[config.mk]
export PLATFORM = sky130hd
export DESIGN_NAME = stopwatch_ctrl
export DESIGN_NICKNAME = d
export VERILOG_FILES = /design/src/rtl/stopwatch_ctrl.sv
export SDC_FILE = /design/constraint.sdc
export NUM_CORES = 1
export LEC_CHECK = 0
export BUFFER_PORTS_ARGS = -buffer_cell sky130_fd_sc_hd__buf_4
export CELL_PAD_IN_SITES_DETAIL_PLACEMENT = 0
export CELL_PAD_IN_SITES_GLOBAL_PLACEMENT = 2
export CORE_MARGIN = 1.5
export CORE_UTILIZATION = 35
export DETAILED_ROUTE_END_ITERATION = 12
export GPL_ROUTABILITY_DRIVEN = 0
export PLACE_DENSITY = 0.81
export RECOVER_POWER = 100
export REMOVE_ABC_BUFFERS = 1
export SLEW_MARGIN = 40
export SYNTH_ARGS = -nofsm -noshare
export SYNTH_HDL_FRONTEND = slang
export SYNTH_SLANG_ARGS = --single-unit
[constraint.sdc]
create_clock -name clk -period 2.1 [get_ports clk]
set_input_delay 0.315 -clock clk [delete_from_list [all_inputs] [get_ports clk]]
set_output_delay 0.315 -clock clk [all_outputs]
set_load 0.02 [all_outputs]
[src/rtl/stopwatch_ctrl.sv]
// stopwatch_ctrl: synchronises the start/stop, lap and clear buttons, derives the
// count-enable tick from the system clock and sequences a mm:ss.cc counter chain
// through idle, running, paused and lap (split display) modes.
module stopwatch_ctrl #(
    parameter int CLK_HZ        = 1000000,
    parameter int TICK_HZ       = 100,
    parameter int LOCKOUT_TICKS = 5
) (
    input  logic       clk,
    input  logic       rst_n,
    input  logic       btn_start,
    input  logic       btn_lap,
    input  logic       btn_clear,
    input  logic       at_max,
    output logic       chain_ena,
    output logic       chain_res,
    output logic       disp_hold,
    output logic [1:0] state
);
    localparam int DIV   = CLK_HZ / TICK_HZ;
    localparam int CNT_W = $clog2(DIV);
    localparam int LO_W  = (LOCKOUT_TICKS > 0) ? $clog2(LOCKOUT_TICKS + 1) : 1;
    localparam logic [CNT_W-1:0] CNT_MAX = CNT_W'(DIV - 1);
    localparam logic [LO_W-1:0]  LO_LOAD = LO_W'(LOCKOUT_TICKS);

    // Button bit positions inside the packed button vectors
    localparam int B_START = 0;
    localparam int B_LAP   = 1;
    localparam int B_CLEAR = 2;

    typedef enum logic [1:0] {
        S_IDLE    = 2'b00,
        S_RUNNING = 2'b01,
        S_PAUSED  = 2'b10,
        S_LAP     = 2'b11
    } state_t;

    logic [2:0]       btn_raw;
    logic [2:0]       sync1_q, sync2_q, prev_q;
    logic [2:0]       press;
    logic [LO_W-1:0]  lock_q [3];
    logic [LO_W-1:0]  lock_d [3];
    logic [CNT_W-1:0] cnt_q, cnt_d;
    logic             tick;
    logic             sat;
    logic             sel_start, sel_lap, sel_clear;
    state_t           state_q, state_d;
    logic             ena_q, ena_d;
    logic             res_q, res_d;
    logic             hold_q;

    assign btn_raw = {btn_clear, btn_lap, btn_start};
    assign tick    = (cnt_q == CNT_MAX);
    assign sat     = tick & at_max;

    // Two-flop synchroniser per button, plus one delay flop for rising-edge detection
    always_ff @(posedge clk or negedge rst_n) begin
        if (!rst_n) begin
            sync1_q <= '0;
            sync2_q <= '0;
            prev_q  <= '0;
        end else begin
            sync1_q <= btn_raw;
            sync2_q <= sync1_q;
            prev_q  <= sync2_q;
        end
    end

    // Press pulses gated by lockout; an accepted press reloads its lockout, ticks drain it
    always_comb begin
        press = '0;
        for (int i = 0; i < 3; i++) begin
            press[i]  = sync2_q[i] & ~prev_q[i] & (lock_q[i] == '0);
            lock_d[i] = lock_q[i];
            if (press[i]) begin
                lock_d[i] = LO_LOAD;
            end else if (tick && (lock_q[i] != '0)) begin
                lock_d[i] = lock_q[i] - 1'b1;
            end
        end
    end

    // Lockout counter registers
    always_ff @(posedge clk or negedge rst_n) begin
        if (!rst_n) begin
            for (int i = 0; i < 3; i++) lock_q[i] <= '0;
        end else begin
            for (int i = 0; i < 3; i++) lock_q[i] <= lock_d[i];
        end
    end

    // Only the highest-priority press of a cycle reaches the FSM: clear > start > lap
    assign sel_clear = press[B_CLEAR];
    assign sel_start = press[B_START] & ~press[B_CLEAR];
    assign sel_lap   = press[B_LAP] & ~press[B_START] & ~press[B_CLEAR];

    // Next state, chain strobes and prescaler next value
    always_comb begin
        state_d = state_q;
        res_d   = 1'b0;
        ena_d   = tick & ((state_q == S_RUNNING) || (state_q == S_LAP)) & ~at_max;
        cnt_d   = tick ? '0 : cnt_q + 1'b1;
        case (state_q)
            S_IDLE: begin
                if (sel_start) state_d = S_RUNNING;
            end
            S_RUNNING: begin
                if (sat)            state_d = S_PAUSED;
                else if (sel_start) state_d = S_PAUSED;
                else if (sel_lap)   state_d = S_LAP;
            end
            S_LAP: begin
                if (sat)            state_d = S_PAUSED;
                else if (sel_start) state_d = S_PAUSED;
                else if (sel_lap)   state_d = S_RUNNING;
            end
            S_PAUSED: begin
                if (sel_clear) begin
                    state_d = S_IDLE;
                    res_d   = 1'b1;
                end else if (sel_start) begin
                    state_d = S_RUNNING;
                end
            end
            default: state_d = S_IDLE;
        endcase
        // A fresh start restarts the period so the first count lands a full period later
        if ((state_q == S_IDLE) && (state_d == S_RUNNING)) cnt_d = '0;
    end

    // State, prescaler and registered outputs; chain clear is held during reset
    always_ff @(posedge clk or negedge rst_n) begin
        if (!rst_n) begin
            state_q <= S_IDLE;
            cnt_q   <= '0;
            ena_q   <= 1'b0;
            res_q   <= 1'b1;
            hold_q  <= 1'b0;
        end else begin
            state_q <= state_d;
            cnt_q   <= cnt_d;
            ena_q   <= ena_d;
            res_q   <= res_d;
            hold_q  <= (state_d == S_LAP);
        end
    end

    assign chain_ena = ena_q;
    assign chain_res = res_q;
    assign disp_hold = hold_q;
    assign state     = state_q;

endmodule

==> results of run 1 <==
-- sequential cells by signal, summed over array words and instances (netlist names) --
signal / count
lock_q: 9
state: 2
sync1_q: 3
sync2_q: 3
chain_res: 1
cnt_q: 14
prev_q: 3
chain_ena: 1
disp_hold: 1
-- layer usage --
metal | track usage (%) | vias to the layer above
met4 | 4.938 | 0
li1 | - | 592
met1 | 17.15 | 566
met3 | 4.527 | 2
met5 | 0 | -
met2 | 22.22 | 19
-- cell usage in the layout, fill, tap and decap left out, types with 5 or more instances in the layout --
cell                       instances
sky130_fd_sc_hd__clkbuf_1          7
sky130_fd_sc_hd__mux2i_1           6
sky130_fd_sc_hd__dfrtp_1          36
sky130_fd_sc_hd__clkbuf_8          6
sky130_fd_sc_hd__inv_1            14
sky130_fd_sc_hd__nand3_1           7
sky130_fd_sc_hd__ha_1              7
sky130_fd_sc_hd__nor3_1            5
sky130_fd_sc_hd__nor2_1           19
sky130_fd_sc_hd__nand4_1           5
sky130_fd_sc_hd__nand2_1          11
sky130_fd_sc_hd__buf_4             7
sky130_fd_sc_hd__xnor2_1           8
-- critical path: cells and delay by family, from the launching register on --
family                 cells  cell delay (ns)
flip-flops                 1             0.43
AND/OR/NAND/NOR            3             1.13
buffers and inverters      1             0.26
AO/OA/AOI/OAI              1             0.09
-- worst max-delay path by stage --
| stage | from | to | slack (ns) | cells past startpoint |
|---|---|---|---|---|
| floorplan | cnt_q[4]$_DFF_PN0_ | cnt_q[10]$_DFF_PN0_ | 0.1 | 4 |
| global placement | cnt_q[4]$_DFF_PN0_ | state[0]$_DFF_PN0_ | 0.09 | 5 |
| detailed placement | cnt_q[4]$_DFF_PN0_ | state[0]$_DFF_PN0_ | 0.03 | 5 |
| CTS | cnt_q[4]$_DFF_PN0_ | state[0]$_DFF_PN0_ | 0.03 | 5 |
| global route | cnt_q[4]$_DFF_PN0_ | cnt_q[12]$_DFF_PN0_ | 0.01 | 5 |
| finish | cnt_q[6]$_DFF_PN0_ | cnt_q[12]$_DFF_PN0_ | 0.08 | 5 |
-- logic make-up after synthesis --
family / after synthesis
AND/OR/NAND/NOR: 65
flip-flops: 37
buffers and inverters: 18
AO/OA/AOI/OAI: 14
XOR/XNOR: 12
adder cells (fa/ha/maj): 7
multiplexers: 6
-- metrics by stage --
stage          total power [mW]  cell area [µm²]
6_report                  2.094             2038
5_1_grt                   2.239             2038
4_1_cts                   2.140             2064
3_5_place_dp              1.496             1938
3_3_place_gp              1.470             1938
2_1_floorplan             1.305             1712
-- layout make-up --
cell class                 count  area, µm²
fill                         470       2716
multi-input combinational    104      733.2
tap                           67      83.83
clock inverter                 1      30.03
sequential                    37      927.1
timing repair buffer          20      125.1
clock buffer                   7      86.33
inverter                      14      52.55
-- timing repair --
action | 4_1_cts | 5_1_grt
hold buffers | 1 | 0
setup buffers | 0 | 0
setup endpoints to repair | 0 | 16
endpoints found under the hold margin | 36 | 0
resized for setup | 0 | 2
-- power breakdown --
part	leakage, nW	switching [mW]	internal (mW)
clock network	0.0585	0.243	0.387
registers	0.450	0.142	0.840
logic	0.376	0.259	0.224
total	0.885	0.643	1.45
==> run summary, run 1 <==
The flow ran to the end, and the final reports show no timing, DRC or antenna violations. For this block, the initial DRC count from the detailed router was 34. The worst setup path is of the reg2reg kind. The logs give 53.23% for the share of synthesized area occupied by flip-flops and latches and 0.1486 ns for the post-route worst hold slack. At the worst endpoint, the required time is 2.27 ns. Input and output buffers added on the ports amount to 10.

Counting flops with an async set or reset pin after synthesis yields a share of 100.0%. The dominant combinational cell family by area after synthesis is simple AND/OR/NAND/NOR gates. Dividing the detail-routed via count by the number of cells gives 4.716. The number of placed I/O pins came out at 11. The hold-critical path depth works out to 1. For the pin with the worst max-slew slack, the measured transition is 0.8874 ns. The maximum level of the CTS H-tree came out at 2. Worst path arrival time: 2.19 ns. The remaining routing DRC violations was 0; the biggest cell delay along the critical path was 0.60 ns.

The floorplan step set the die height to 73.54 µm. The source-to-sink clock delay at the later pin of the worst-skew pair was 0.29 ns. The count of standard-cell rows was 25. Buffers inserted during clock tree synthesis total 5. Measured in cells, the most critical reg-to-reg path has a length of 5.

Dividing total power by cell area gives a power density of 1027 nW/µm². The minimum setup slack in the final design is 0.07813 ns, and the highest ir drop seen on vdd is 0.5713 mV. The run gives 0 as the number of antenna repair diodes. Number of nets at the end of the flow: 195. The run gives 0 as the final max-slew violation count.

The leading register cell type out of synthesis was sky130_fd_sc_hd__dfrtp_1. Prior to clock tree synthesis, the placed netlist has a worst setup slack of 0.03401 ns. The worst setup path is launched from a flip-flop.

The tools report the initial antenna violation count as 0. After synthesis the cells add up to 1742 µm². The biggest area contributor in the post-synthesis netlist is sky130_fd_sc_hd__dfrtp_1. By instance count, the leading cell after synthesis is sky130_fd_sc_hd__dfrtp_1. The run gives 1418 µm as the routed length on met1.

The run gives 3144 µm as the total length of routed wires. The via count of the first global-routing pass came out at 1189. The synthesized-area fraction occupied by ao, oa, aoi and oai cells is 5.316%, and the horizontal die dimension is 73.54 µm.

Before antenna repair, the detailed router went through 4 iterations. The synthesized-area fraction occupied by adder cells is 5.029%. For hold timing, the worst endpoint is sync1_q[1]$_DFF_PN0_. Across the run, the number of max-cap violations was 0. Setup repair after global routing left no endpoint under its margin. Walking the worst path, the cells encountered are or3_1, or4_4, o31ai_1, clkbuf_4, nor2_1.

In the final routed layout, each cell accounts on average for 12.58 µm. Final worst-path cycle share: 96.28%. The tools report the number of vias in the routed layout as 1179. In the final layout, the share of cells above drive strength 1 is 14.21%. The headroom to the max-slew limit is 40.84%, and the per-instance average area after synthesis is 10.95 µm². The synthesis warning total was 0; the count of non-filler cells in the finished layout was 250.

In this run the static leakage power is 0.8851 nW. Peak fanout along the critical path: 13. After global routing the overflow that remains totals 0. In this run, synthesis produced a sequential element count of 37. Multiplexer cells account for 3.448% of the synthesized area. The run gives 494.6 MHz as the timing-limited maximum frequency.

The launch instance of the worst min-delay path is btn_lap. The run gives 38 as the maximum number of pins on one net before global-route repair. Compared with the post-synthesis result, the final layout area differs by 17.03%. The tools report the final total negative setup slack as 0 ns. Clock tree synthesis found a total of 37 sinks. Across every metal layer, demand over resource in global routing totals 13.75%.

The clock passes through at most 2 buffers. The highest metal layer carrying signal wires in the routed design is met4. The netlist uses 33 different library cells. The met2 wirelength from detailed routing is 1575 µm. Worst-path cell with the longest stage delay: sky130_fd_sc_hd__or4_4. Setup slack on the worst reg-to-reg path comes out at 0.08 ns. Across the routed clock network, the largest skew measured is 0.01092 ns. The die covers 5408 µm².

The number of placed instances, taps included, is 241. Ranked by total cell area, the synthesized netlist is headed by sky130_fd_sc_hd__dfrtp_1 (52%), sky130_fd_sc_hd__ha_1 (5.0%), sky130_fd_sc_hd__nor2_1 (4.1%). The first global-routing pass estimated 5568 µm of wire. The run gives 0 as the number of endpoints with negative hold slack in the final report. Of the total synthesized cell area, the portion taken by XOR and XNOR cells is 6.034%. The worst register-to-register path begins at cnt_q[6]$_DFF_PN0_.

The commonest cells after synthesis are sky130_fd_sc_hd__dfrtp_1 (36), sky130_fd_sc_hd__nor2_1 (19), sky130_fd_sc_hd__inv_1 (14), sky130_fd_sc_hd__nand2_1 (11), sky130_fd_sc_hd__xnor2_1 (8). The minimum clock period came out at 2.022 ns. The cell at the root of the clock tree was sky130_fd_sc_hd__clkbuf_8. In this run the worst hold path is classified as in2reg.

After legalization and detailed placement, the total HPWL measured 2243 µm. The simple-gate share of the synthesized area came out at 22.20%. For this configuration, the core starts out at a cell density of 36.63%. The synthesized instance count came out at 159.

The synthesized design contains 0 enable-type register cells. STA classifies the critical path endpoint as a flip-flop. The endpoint of the lowest-slack register-to-register path is cnt_q[12]$_DFF_PN0_. The top cell type by area accounts for 51.72% of the synthesized area.

Measured on the finished design, the core utilization comes to 42.87%. The count of nets left with antenna violations once routing finished came out at 0. The floorplan step defined a core boundary enclosing 4755 µm². The routed design uses 133 µm of met3 wire.

Clock-pin slew was measured on the worst setup and hold paths at 0.08 ns. TritonCTS built the clock tree. Setup violations remaining at the end of the flow were counted as 0.
No activity file was read; power rests on OpenSTA's default activity.
==> run 2, diff against run 1 <==
- CORE_MARGIN: 1.5 -> default
==> run 2 against run 1 <==
First-iteration DRC count grew 88%. Combinational power grew 0.8%. Core utilization grew 0.11 points. Worst hold slack gained 0.0050 ns. Cell count is the same.
==> run summary, run 2 (same netlist as run 1, synthesis figures left out) <==
TritonCTS built the clock tree. The number of cell instances on the worst register-to-register path came out at 5 (unchanged). The overall overflow remaining after global route was 0 (unchanged); the areal power density over the cells was 1028 nW/µm² (about the same). The largest registers in the layout are cnt_q x14, lock_q x9. The sequential group share of total power was 46.7% (-0.2 points). The tools report the max-capacitance violation count as 0 (unchanged). The fraction of power spent switching nets was 30.92% (+0.21 points); the minimum setup slack in the final design was 0.1004 ns (+0.02230 ns). The worst setup path is launched from a flip-flop. The maximum clock insertion buffer count came out at 2 (unchanged). The share of final-layout standard cells stronger than drive strength 1 is 14.75% (+0.55 points), and the maximum level of the CTS H-tree is 2 (unchanged).

The startpoint of the worst register-to-register path is cnt_q[4]$_DFF_PN0_. For the initial antenna violation count, the log shows 0 (unchanged). The worst hold path begins at btn_lap. The average wire per cell in the routed design came out at 12.72 µm (+1.2%). The relative area change from synthesis to final layout was 17.31%.

For the overall routing resource usage, the log shows 14.18% (+0.43 points). First-iteration detailed-routing DRC count: 64 (+88%). The final worst-path cycle share is 95.22% (-1.1 points), and the number of nets at the end of the flow is 195 (unchanged).

The slowest stage of the critical path is the sky130_fd_sc_hd__or4b_4 cell. The register with the highest flop count is cnt_q. The post-route worst hold slack was 0.1537 ns (+0.005016 ns). The clock input transition at the sequential cells of the worst setup and hold paths is 0.08 ns (about the same). Number of clock sinks seen by CTS: 37 (unchanged).

The critical path in this run is classified as reg2reg. The horizontal die dimension was 72.54 µm (-1.4%); the via count of the first global-routing pass was 1175 (-1.2%). Highest ir drop seen on vdd: 0.5932 mV (+3.8%).

The maximum number of pins on one net before global-route repair was 38 (unchanged). Source-to-sink clock delay at the later pin of the worst-skew pair: 0.29 ns (about the same). The final design area excluding fillers is 2043 µm² (+0.25%). The worst setup path is captured at a flip-flop. Area of the placeable core: 4755 µm² (unchanged). The mean number of vias per cell is 4.776 (+1.3%). The slew of the pin with the lowest slew margin was 0.8984 ns (+0.01101 ns); the number of antenna repair diodes was 0 (unchanged).

Hold path endpoint: sync1_q[1]$_DFF_PN0_. Setup repair after global routing left no endpoint under its margin. The minimum clock period works out to 2.000 ns (-0.02230 ns).

The logs give 0 (unchanged) for the remaining routing DRC violations and 649.5 µW (+1.0%) for the reported net switching power. The run gives 0 (unchanged) as the total of endpoints with negative setup slack in the final report. The number of port buffers works out to 10 (unchanged). The worst register-to-register path ends at state[0]$_DFF_PN0_.

Number of placed I/O pins: 11 (unchanged). In this run the worst hold path is classified as in2reg. Count of standard-cell rows: 25 (unchanged). The timing-limited maximum frequency was 500.1 MHz (+1.1%).

The flip-flop count of the largest register, all copies and words added was 14 (unchanged). For the worst setup slack after placement, the log shows 0.04928 ns (+0.01527 ns). The number of endpoints with negative hold slack in the final report was 0 (unchanged); the fraction of power consumed by the clock network was 30.1% (about the same). The count of non-filler cells in the finished layout came out at 250 (unchanged).

The tools report the number of nets with antenna violations after routing as 0 (unchanged). The minimum setup slack among reg-to-reg paths is 0.10 ns (+0.02 ns), and the worst path arrival time is 2.17 ns (-0.02 ns). Total cell area at the placement stage: 1938 µm² (unchanged). In the layout the commonest cells are sky130_fd_sc_hd__dfrtp_1 (36), sky130_fd_sc_hd__nor2_1 (19), sky130_fd_sc_hd__inv_1 (14). Final total power: 2.101 mW (+0.33%). The TritonCTS buffer count came out at 5 (unchanged). The signal on the critical path passes through or4b_4, or4_4, clkbuf_2, o211ai_1, o21ai_1. Core utilization of the finished layout: 42.97% (+0.11 points). The most frequent standard cell in the layout excluding fill and tap cells is sky130_fd_sc_hd__dfrtp_1. The final clock skew came out at 0.007870 ns (-0.003048 ns). For the fraction of power consumed by combinational cells, the log shows 23.2% (about the same). The number of buffers inserted by post-CTS setup repair is 0 (unchanged), and the peak fanout along the critical path is 4 (-9). The cell at the root of the clock tree was sky130_fd_sc_hd__clkbuf_8.

The run gives 0 ns (unchanged) as the final total negative setup slack. The hold-critical path depth works out to 1 (unchanged). The run gives 5520 µm (-0.86%) as the wire length of the first global-routing pass. The logs give 40.11% (-0.73 points) for the headroom to the max-slew limit and 4 (unchanged) for the number of iterations in the first detailed-routing pass.

The number of cells after detailed placement is 241 (unchanged), and the floorplan die height is 72.54 µm (-1.4%). The logs give 1194 (+1.3%) for the number of vias in the routed layout and 0 (unchanged) for the final max-slew violation count. The data required time at the worst endpoint was 2.27 ns (about the same).

The die area was 5262 µm² (-2.7%). The sum of net half-perimeters after detailed placement came out at 2289 µm (+2.1%). The run gives 3181 µm (+1.2%) as the total length of routed wires. The flow ran to the end, and the final reports show no timing, DRC or antenna violations. The tools report the internal power as 1.451 mW (about the same). The starting density of the core is 36.63% (unchanged), and the biggest cell delay along the critical path is 0.56 ns (-0.04 ns). The leakage power summed over all cells was 0.8886 nW (+0.40%).
==> run 2: worst max-delay path: cells and delay by family, from the launching register on <==
family                 cells  cell delay, ns
DFF                        1            0.38
buffers and inverters      1            0.16
and+or+nand+nor            2            1.09
AOI/OAI and AO/OA          2            0.25
==> run 2: what timing repair did <==
action | 4_1_cts | 5_1_grt
endpoints found under the setup margin | 0 | 17
hold buffers | 1 | 0
gates resized for setup | 0 | 1
endpoints found under the hold margin | 13 | 0
==> run 2: final cells by class <==
cell class | count | area [µm²]
Tap cell | 67 | 83.83
Fill cell | 472 | 2711
Inverter | 14 | 52.55
Clock buffer | 7 | 86.33
Timing Repair Buffer | 20 | 125.1
Multi-Input combinational cell | 104 | 738.2
Sequential cell | 37 | 927.1
Clock inverter | 1 | 30.03
==> run 2: power groups by stage <==
stage	combinational (mW)	sequential (mW)	clock (mW)
6_report	0.487	0.981	0.633
2_1_floorplan	0.305	1.00	0
3_5_place_dp	0.509	0.988	0
5_1_grt	0.556	1.00	0.689
4_1_cts	0.511	0.977	0.653
3_3_place_gp	0.490	0.980	0
==> run 2: worst max-delay path by stage <==
stage	startpoint	end	slack, ns	depth (start not counted)
floorplan	cnt_q[4]$_DFF_PN0_	cnt_q[10]$_DFF_PN0_	0.1	4
finish	cnt_q[4]$_DFF_PN0_	state[0]$_DFF_PN0_	0.10	5
global route	cnt_q[4]$_DFF_PN0_	state[0]$_DFF_PN0_	0.01	5
global placement	cnt_q[4]$_DFF_PN0_	lock_q[5]$_DFFE_PN0P_	0.09	5
detailed placement	cnt_q[4]$_DFF_PN0_	state[0]$_DFF_PN0_	0.05	5
CTS	cnt_q[4]$_DFF_PN0_	state[0]$_DFF_PN0_	0.05	5
==> run 2: layer usage <==
layer  vias to the layer above  global-route usage (%)  wire [µm]
met5                         -                       0          0
met4                         0                   5.664         17
met3                         2                   5.000         93
met2                        12                   22.74       1545
met1                       587                   17.43       1524
li1                        593                       -          -
==> run 3, diff against run 2 <==
- RECOVER_POWER: 100 -> 50
- TNS_END_PERCENT: default -> 10
==> run 3 against run 2 <==
Critical path depth is the same. Clock power is essentially flat. Clock-buffer cell count is the same. Flip-flop and latch count is the same. Global-route usage is the same. Die area is the same. Sequential power is essentially flat. Via count shrank 0.17%. Worst hold slack is essentially flat. First-iteration DRC count shrank 1.6%. Register-to-register slack is essentially flat. Critical path type unchanged. Largest power group unchanged.
==> run summary, run 3 (same netlist as run 1, synthesis figures left out) <==
The mean number of vias per cell came out at 4.768 (-0.17%). In the final layout, the registers with the most flip-flops are cnt_q x14, lock_q x9. The maximum level of the CTS H-tree is 2 (unchanged). The share of final-layout standard cells stronger than drive strength 1 was 18.03% (+3.3 points). The tools report the maximum clock insertion buffer count as 2 (unchanged).

The number of cells after detailed placement was 241 (unchanged); the overall routing resource usage was 14.18% (unchanged). The logs give 37 (unchanged) for the number of clock sinks seen by CTS and 5 (unchanged) for the TritonCTS buffer count. The tools report the total of endpoints with negative setup slack in the final report as 0 (unchanged). The overall overflow remaining after global route came out at 0 (unchanged). For the remaining routing DRC violations, the log shows 0 (unchanged). The fraction of power spent switching nets is 30.67% (-0.25 points). The number of cell instances on the worst register-to-register path works out to 5 (unchanged). The tools report the number of nets with antenna violations after routing as 0 (unchanged).

The final worst-path cycle share is 95.73% (+0.51 points). More flip-flops sit in one register than any other, and that register is cnt_q. The peak fanout along the critical path is 4 (unchanged), and the number of port buffers is 10 (unchanged).

TritonCTS built the clock tree. The run gives 0 (unchanged) as the initial antenna violation count. The logs give 25 (unchanged) for the count of standard-cell rows and 0.9127 nW (+2.7%) for the leakage power summed over all cells. The number of iterations in the first detailed-routing pass is 4 (unchanged), and the number of placed I/O pins is 11 (unchanged).

The flow ran to the end, and the final reports show no timing, DRC or antenna violations. Setup repair after global routing left no endpoint under its margin. The areal power density over the cells was 1024 nW/µm² (-0.38%). Timing-limited maximum frequency: 497.4 MHz (-0.53%). The run gives 5262 µm² (unchanged) as the die area.

Element type at the critical path start: a flip-flop. For the total length of routed wires, the log shows 3165 µm (-0.50%). The tools report the headroom to the max-slew limit as 40.18% (+0.072 points). The tools report the number of endpoints with negative hold slack in the final report as 0 (unchanged). Minimum clock period: 2.010 ns (+0.01071 ns). The top cell types in the final layout, fill and taps aside, are sky130_fd_sc_hd__dfrtp_1 (36), sky130_fd_sc_hd__nor2_1 (19), sky130_fd_sc_hd__buf_4 (15). The horizontal die dimension works out to 72.54 µm (unchanged). The sum of net half-perimeters after detailed placement is 2289 µm (unchanged).

The critical path is of the reg2reg type. For the fraction of power consumed by combinational cells, the log shows 23.8% (+0.6 points). The cell sitting at the root of the clock tree is a sky130_fd_sc_hd__clkbuf_8. For the final max-slew violation count, the log shows 0 (unchanged). The flip-flop count of the largest register, all copies and words added came out at 14 (unchanged).

The logs give 2.27 ns (about the same) for the data required time at the worst endpoint and 0 ns (unchanged) for the final total negative setup slack. The hold-critical path depth is 1 (unchanged). In this run the worst hold path is classified as in2reg.

The tools report the via count of the first global-routing pass as 1175 (unchanged). The internal power was 1.469 mW (+1.2%). The highest ir drop seen on vdd was 0.5908 mV (-0.39%); the number of vias in the routed layout was 1192 (-0.17%). The clock input transition at the sequential cells of the worst setup and hold paths was 0.08 ns (about the same); the final clock skew was 0.007723 ns (-0.0001468 ns).

The floorplan die height came out at 72.54 µm (unchanged). Relative to the synthesized area, the layout overhead comes to 18.75%. The logs give 0 (unchanged) for the number of antenna repair diodes and 2.18 ns (about the same) for the worst path arrival time.

The tools report the wire length of the first global-routing pass as 5520 µm (unchanged). The reported net switching power was 649.7 µW (about the same); the worst setup slack after placement was 0.04928 ns (unchanged). The run gives 195 (unchanged) as the number of nets at the end of the flow.

The fraction of power consumed by the clock network is 29.9% (-0.2 points), and the first-iteration detailed-routing DRC count is 63 (-1.6%). The run gives 0.08971 ns (-0.01071 ns) as the minimum setup slack in the final design. For the max-capacitance violation count, the log shows 0 (unchanged).

The most frequent standard cell in the layout excluding fill and tap cells was sky130_fd_sc_hd__dfrtp_1. For the starting density of the core, the log shows 36.63% (unchanged). The count of non-filler cells in the finished layout is 250 (unchanged), and the average wire per cell in the routed design is 12.66 µm (-0.50%).

For the sequential group share of total power, the log shows 46.3% (-0.4 points). The area of the placeable core is 4755 µm² (unchanged). The kind of end point of the critical path is a flip-flop.

The logs give 38 (unchanged) for the maximum number of pins on one net before global-route repair and 0.29 ns (about the same) for the source-to-sink clock delay at the later pin of the worst-skew pair. The slew of the pin with the lowest slew margin came out at 0.8973 ns (-0.001077 ns).
==> run 3: changes by cell type in the layout (fill, tap and decap cells not counted) <==
cell / previous run / this run
sky130_fd_sc_hd__buf_4: 8 / 15
sky130_fd_sc_hd__clkbuf_1: 7 / 1
sky130_fd_sc_hd__clkbuf_2: 2 / 1
sky130_fd_sc_hd__o21ai_0: 1 / 0
sky130_fd_sc_hd__o21ai_1: 5 / 6
==> run 3: metrics by stage <==
stage	utilization, %	total power [mW]	hold WS (ns)	area (µm²)
3_5_place_dp	40.76	1.498	0.3107	1938
3_3_place_gp	40.76	1.470	0.2999	1938
6_report	43.50	2.118	0.1537	2068
2_1_floorplan	-	1.305	0.01941	1712
4_1_cts	43.42	2.141	0.1191	2064
5_1_grt	43.50	2.268	0.1297	2068
==> run 3: final cells by class <==
cell class              count  area (µm²)
clock inverters             1       30.03
flip-flops and latches     37       927.1
fillers                   469        2686
multi-input cells         104       738.2
inverters                  14       52.55
repair buffers             20       150.1
clock buffers               7       86.33
well taps                  67       83.83
==> run 3: critical path, cell delays in order, from the launching register on <==
cell and delay, ns:
sky130_fd_sc_hd__dfrtp_1 0.38, sky130_fd_sc_hd__or4b_4 0.56, sky130_fd_sc_hd__or4_4 0.53, sky130_fd_sc_hd__buf_4 0.17, sky130_fd_sc_hd__o211ai_1 0.17, sky130_fd_sc_hd__o21ai_1 0.09
==> run 3: power groups by stage <==
stage | combinational [mW] | sequential, mW | clock [mW]
after global routing | 0.574 | 1.01 | 0.689
after detailed placement | 0.509 | 0.988 | 0
after global placement | 0.490 | 0.980 | 0
after CTS | 0.511 | 0.977 | 0.653
after floorplan | 0.305 | 1.00 | 0
final | 0.504 | 0.980 | 0.634
==> run 3: path summary, 6_finish.rpt <==
check,slack [ns],start,to
max,0.09,cnt_q[4]$_DFF_PN0_,state[0]$_DFF_PN0_
max reg2reg,0.09,cnt_q[4]$_DFF_PN0_,state[0]$_DFF_PN0_
min,0.15,btn_lap,sync1_q[1]$_DFF_PN0_
min in group asynchronous,0.68,rst_n,lock_q[3]$_DFFE_PN0P_
min reg2reg,0.35,sync1_q[0]$_DFF_PN0_,sync2_q[0]$_DFF_PN0_
max in group asynchronous,0.85,rst_n,cnt_q[11]$_DFF_PN0_
==> run 3: what timing repair did <==
action	in CTS	in global routing
gates resized for setup	0	1
buffers inserted	0	0
hold buffers	1	0
endpoints found under the hold margin	13	0
endpoints found under the setup margin	0	17
==> run 3: per-layer routing <==
layer  vias up  track usage, %  wire length [µm]
met1       585           17.43              1515
met3         2           5.000                92
met5         -               0                 0
met2        12           22.74              1540
met4         0           5.664                17
li1        593               -                 -
